[src/rtl/pipe_skid_pkg.sv]
// Shared types for the pipe_skid_buf two-entry valid/ready skid buffer.
package pipe_skid_pkg;

    typedef enum logic [1:0] {
        SKID_EMPTY = 2'd0,
        SKID_ONE   = 2'd1,
        SKID_FULL  = 2'd2
    } skid_state_t;

endpackage

[src/rtl/pipe_skid_buf_flop_en.sv]
// flop_en: plain enable-gated data register with no reset, used for the
// skid buffer's main and skid storage.
module flop_en #(
    parameter int WIDTH = 64
) (
    input  logic             clk,
    input  logic             i_en,
    input  logic [WIDTH-1:0] i_d,
    output logic [WIDTH-1:0] o_q
);

    logic [WIDTH-1:0] r_q;

    always_ff @(posedge clk) begin
        if (i_en) begin
            r_q <= i_d;
        end
    end

    assign o_q = r_q;

endmodule

[src/rtl/pipe_skid_buf.sv]
// pipe_skid_buf: two-entry valid/ready skid buffer, registered in_ready.
// Optional backpressure counter enabled by `define PIPE_SKID_BUF_STALL_CNT_EN.
module pipe_skid_buf
    import pipe_skid_pkg::*;
#(
    parameter int WIDTH = 64,
    parameter int CNT_W = 32
) (
    input  logic             clk,
    input  logic             rst,
    input  logic             in_valid,
    input  logic [WIDTH-1:0] in_data,
    output logic             in_ready,
    output logic             out_valid,
    output logic [WIDTH-1:0] out_data,
    input  logic             out_ready
`ifdef PIPE_SKID_BUF_STALL_CNT_EN
    ,
    output logic [CNT_W-1:0] stall_cnt
`endif
);

    skid_state_t      r_state;
    skid_state_t      w_stateNext;
    logic             w_inFire;
    logic             w_outFire;
    logic             w_mainEn;
    logic             w_skidEn;
    logic [WIDTH-1:0] w_mainD;
    logic [WIDTH-1:0] w_mainQ;
    logic [WIDTH-1:0] w_skidQ;

    // Handshake outputs decode only the state register; encoding 3 reads as not ready/not valid.
    assign in_ready  = (r_state == SKID_EMPTY) || (r_state == SKID_ONE);
    assign out_valid = (r_state == SKID_ONE) || (r_state == SKID_FULL);
    assign w_inFire  = in_valid & in_ready;
    assign w_outFire = out_valid & out_ready;

    assign w_mainEn = ((r_state == SKID_EMPTY) & w_inFire)
                    | ((r_state == SKID_ONE) & w_inFire & w_outFire)
                    | ((r_state == SKID_FULL) & w_outFire);
    assign w_skidEn = (r_state == SKID_ONE) & w_inFire & ~w_outFire;
    assign w_mainD  = (r_state == SKID_FULL) ? w_skidQ : in_data;

    always_comb begin
        w_stateNext = r_state;
        case (r_state)
            SKID_EMPTY: begin
                if (w_inFire) begin
                    w_stateNext = SKID_ONE;
                end
            end
            SKID_ONE: begin
                if (w_inFire && !w_outFire) begin
                    w_stateNext = SKID_FULL;
                end else if (!w_inFire && w_outFire) begin
                    w_stateNext = SKID_EMPTY;
                end
            end
            SKID_FULL: begin
                if (w_outFire) begin
                    w_stateNext = SKID_ONE;
                end
            end
            default: w_stateNext = SKID_EMPTY;
        endcase
    end

    always_ff @(posedge clk) begin
        if (rst) begin
            r_state <= SKID_EMPTY;
        end else begin
            r_state <= w_stateNext;
        end
    end

    flop_en #(.WIDTH(WIDTH)) u_mainReg (
        .clk  (clk),
        .i_en (w_mainEn),
        .i_d  (w_mainD),
        .o_q  (w_mainQ)
    );

    flop_en #(.WIDTH(WIDTH)) u_skidReg (
        .clk  (clk),
        .i_en (w_skidEn),
        .i_d  (in_data),
        .o_q  (w_skidQ)
    );

    assign out_data = w_mainQ;

`ifdef PIPE_SKID_BUF_STALL_CNT_EN
    logic [CNT_W-1:0] r_stallCnt;

    // Saturating count of cycles where a beat waits on the consumer.
    always_ff @(posedge clk) begin
        if (rst) begin
            r_stallCnt <= '0;
        end else if (out_valid && !out_ready && (r_stallCnt != {CNT_W{1'b1}})) begin
            r_stallCnt <= r_stallCnt + 1'b1;
        end
    end

    assign stall_cnt = r_stallCnt;
`endif

endmodule

[config.mk]
export PLATFORM = sky130hd
export DESIGN_NAME = pipe_skid_buf
export DESIGN_NICKNAME = d
export VERILOG_FILES = /design/src/rtl/pipe_skid_pkg.sv /design/src/rtl/pipe_skid_buf_flop_en.sv /design/src/rtl/pipe_skid_buf.sv
export SDC_FILE = /design/constraint.sdc
export NUM_CORES = 1
export LEC_CHECK = 0
export BUFFER_PORTS_ARGS = -buffer_cell sky130_fd_sc_hd__buf_2
export CORE_ASPECT_RATIO = 0.7
export CORE_MARGIN = 2
export CORE_UTILIZATION = 32
export DETAILED_ROUTE_END_ITERATION = 6
export PLACE_DENSITY = 0.62
export SLEW_MARGIN = 20
export SYNTH_ARGS = -nofsm -noshare
export SYNTH_HDL_FRONTEND = slang
export SYNTH_SLANG_ARGS = --single-unit
[constraint.sdc]
create_clock -name clk -period 2.91 [get_ports clk]
set_clock_uncertainty 0.1 [all_clocks]
set_input_delay 0.582 -clock clk [delete_from_list [all_inputs] [get_ports clk]]
set_output_delay 0.582 -clock clk [all_outputs]
set_load 0.02 [all_outputs]
==> flow_summary.yaml <==
floorplan:
  initial_utilization_pct: 32.7
  die_y_um: 107
  io_pins: 134
  dieArea_um2: 16100
  core_area_um2: 14700
  die_w_um: 151
  row_count: 37
power:
  p_per_area_nw_per_um2: 960
  switching_share_pct: 28.7
  clkPwrFrac_pct: 32.7
  p_sw_mw: 1.74
  power_leakage_nw: 2.34
  power_mw: 6.06
  p_comb_share_pct: 22.2
  ir_drop_mv: 0.381
  p_int_mw: 4.33
  p_seq_share_pct: 45.1
yosys:
  synth_area_leaders: "edfxtp_1 80%, mux2_2 15%, ha_1 1.0%"
  synth_edf_count: 128
  syn_nets: 299
  ys_ff_latch: 130
  synth_cell_types: 21
  synth_most_common_cell: "edfxtp_1"
  yosys.area.top_type: "edfxtp_1"
  yosys_warnings: 0
  synth_ff_type: "edfxtp_1"
  synth_area_per_cell_um2: 21.2
  synth_top_area_share_pct: 79.7
  synth_common_cells: "128 x edfxtp_1, 64 x mux2_2, 6 x buf_2"
  synth-async-reset-ratio_pct: 0
  syn-instance-count: 227
  netlist_area_um2: 4820
  yosysSeqAreaShare_pct: 80.6
cts:
  clk_transition_reported_paths_ps: 60
  cts_max_path_buffers: 2
  cts.sink_count: 130
  cts_setup_buffers: 0
  root_buffer: "clkbuf_16"
  htree_levels: 4
  clk-insertion-delay-late_ps: 400
  cts_resized: 0
  holdBufCountCts: 0
  cts_made_buffers: 17
  cts_tree: "done"
timing:
  relSlewSlack_pct: 41.4
  period_share_pct: 80.1
  worst_slack_ps: 580
  rsz0062_at_grt: "false"
  finalHoldWorstSlack_ps: 270
  layout_min_cycle_time_ps: 2330
  timing.fmax_mhz: 429
  setup_violations: 0
  slew_viol_final: 0
  tightest_slew_ps: 880
  tns_ps: 0
  hold_viol_final: 0
detailed_routing:
  wl_per_cell_um: 15.7
  ant_nets: 0
  drt-total-wl_mm: 9.12
  drt-initial-drc-count: 136
  post-route-drc-count: 0
  first_pass_iters: 4
  viasPerCell: 4.46
  routed-via-count: 2589
final_layout:
  final_cells: 581
  final_nets: 447
  final.fill_count: 1317
  final_util_pct: 42.9
  ff_latch_area_um2: 3880
  area_growth_pct: 31.0
  drive_above_1_share_pct: 60.1
  antenna_cells: 0
  finish.instance_area_um2: 6320
  multiInputGateArea_um2: 912
critical_path:
  critical_path_class: "reg2out"
  critical_path_arrival_ps: 1650
  worstSetupStartpointType: "flop"
  worst-r2r-cell-count: 6
  cp_data_required_time_ps: 2230
  endpoint_kind: "output pin"
  crit_fanout: 7
worst_hold_path:
  holdPathStages: 1
  hold_path.class: "in2reg"
grt:
  grt_pass1_vias: 2717
  grt_pass1_wl_mm: 13.9
  grt_max_degree: 66
  gr-total-overflow: 0
  antenna_found_initial: 1
  grtUsageTotal_pct: 11.6
place:
  placed_area_um2: 5770
  dp_hpwl_mm: 5.84
  placedCellCount: 551
  dp_slack_ps: 750
  portBuffers: 133
  gp_congestion: 0.734
flow_run:
  drv_cap: 0
status:
  status: "finished, final reports clean"
[worst max-delay path: stages (launching register included)]
cell     delay (ps)
dfxtp_1         400
inv_1            90
ha_1            270
or2_2           330
buf_2           160
[layer usage]
layer	vias to the layer above	track usage [%]	share of wire, %
li1	1201	-	-
met1	1284	14.4	44
met2	98	18.8	48
met3	4	4.64	7.3
met4	2	3.60	0.25
met5	-	0	0.12
[cell families (layout without fill, tap and decap cells)]
| family | count (synthesis) | after routing | synth area share [%] |
|---|---|---|---|
| AO/OA/AOI/OAI | 8 | 8 | 1.22 |
| adder cells (fa/ha/maj) | 4 | 4 | 1.04 |
| buffers and inverters | 11 | 170 | 1.01 |
| flip-flops | 130 | 130 | 80.6 |
| multiplexers | 64 | 64 | 14.9 |
| AND/OR/NAND/NOR | 10 | 10 | 1.22 |
[area by class of cell]
cell class / instances / share of cell area (%)
Sequential cell: 130 / 61.5
Multi-Input combinational cell: 86 / 14.4
Timing Repair Buffer: 136 / 11.3
Clock buffer: 18 / 6.79
Tap cell: 195 / 3.86
Clock inverter: 12 / 1.88
Inverter: 4 / 0.238
[power by group through the flow]
stage | Clock [mW] | Combinational [mW] | Sequential, mW
global route | 2.13 | 1.45 | 2.78
finish | 1.99 | 1.34 | 2.74
floorplan | 0 | 0.522 | 3.11
global placement | 0 | 1.35 | 2.77
detailed placement | 0 | 1.37 | 2.78
CTS | 2.04 | 1.37 | 2.75
[cell usage in the layout, fill, tap and decap left out]
cell,n
bufinv_16,2
buf_12,2
ha_4,1
clkinvlp_4,3
clkinv_2,4
clkbuf_1,1
nor2_1,1
o2111ai_1,1
o221ai_2,1
edfxtp_1,128
nand4_1,1
or2_2,1
inv_1,4
clkinv_1,2
or4_1,1
a21oi_1,2
o21ai_0,3
nand2b_1,1
clkinv_4,1
dfxtp_1,2
nand3_1,1
nand2_1,2
or3b_1,1
mux2_2,64
a22o_4,1
clkbuf_16,17
buf_2,133
and3_4,1
buf_4,1
ha_1,3
[final timing paths]
kind | from | end | slack (ps)
worst max-delay path | r_state[1]$_SDFFE_PP0P_ | in_ready | 580
worst min-delay path | in_data[51] | u_skidReg.o_q[51]$_DFFE_PP_ | 270
worst max register to register | r_state[1]$_SDFFE_PP0P_ | u_mainReg.o_q[44]$_DFFE_PP_ | 770
worst min register to register | r_state[0]$_SDFFE_PP0P_ | r_state[0]$_SDFFE_PP0P_ | 420
[flip-flops by register name, indices dropped and copies added (netlist names)]
signal / flops
r_state: 2
u_mainReg.o_q: 64
u_skidReg.o_q: 64
Note: power is estimated with default switching activity, not from simulation.
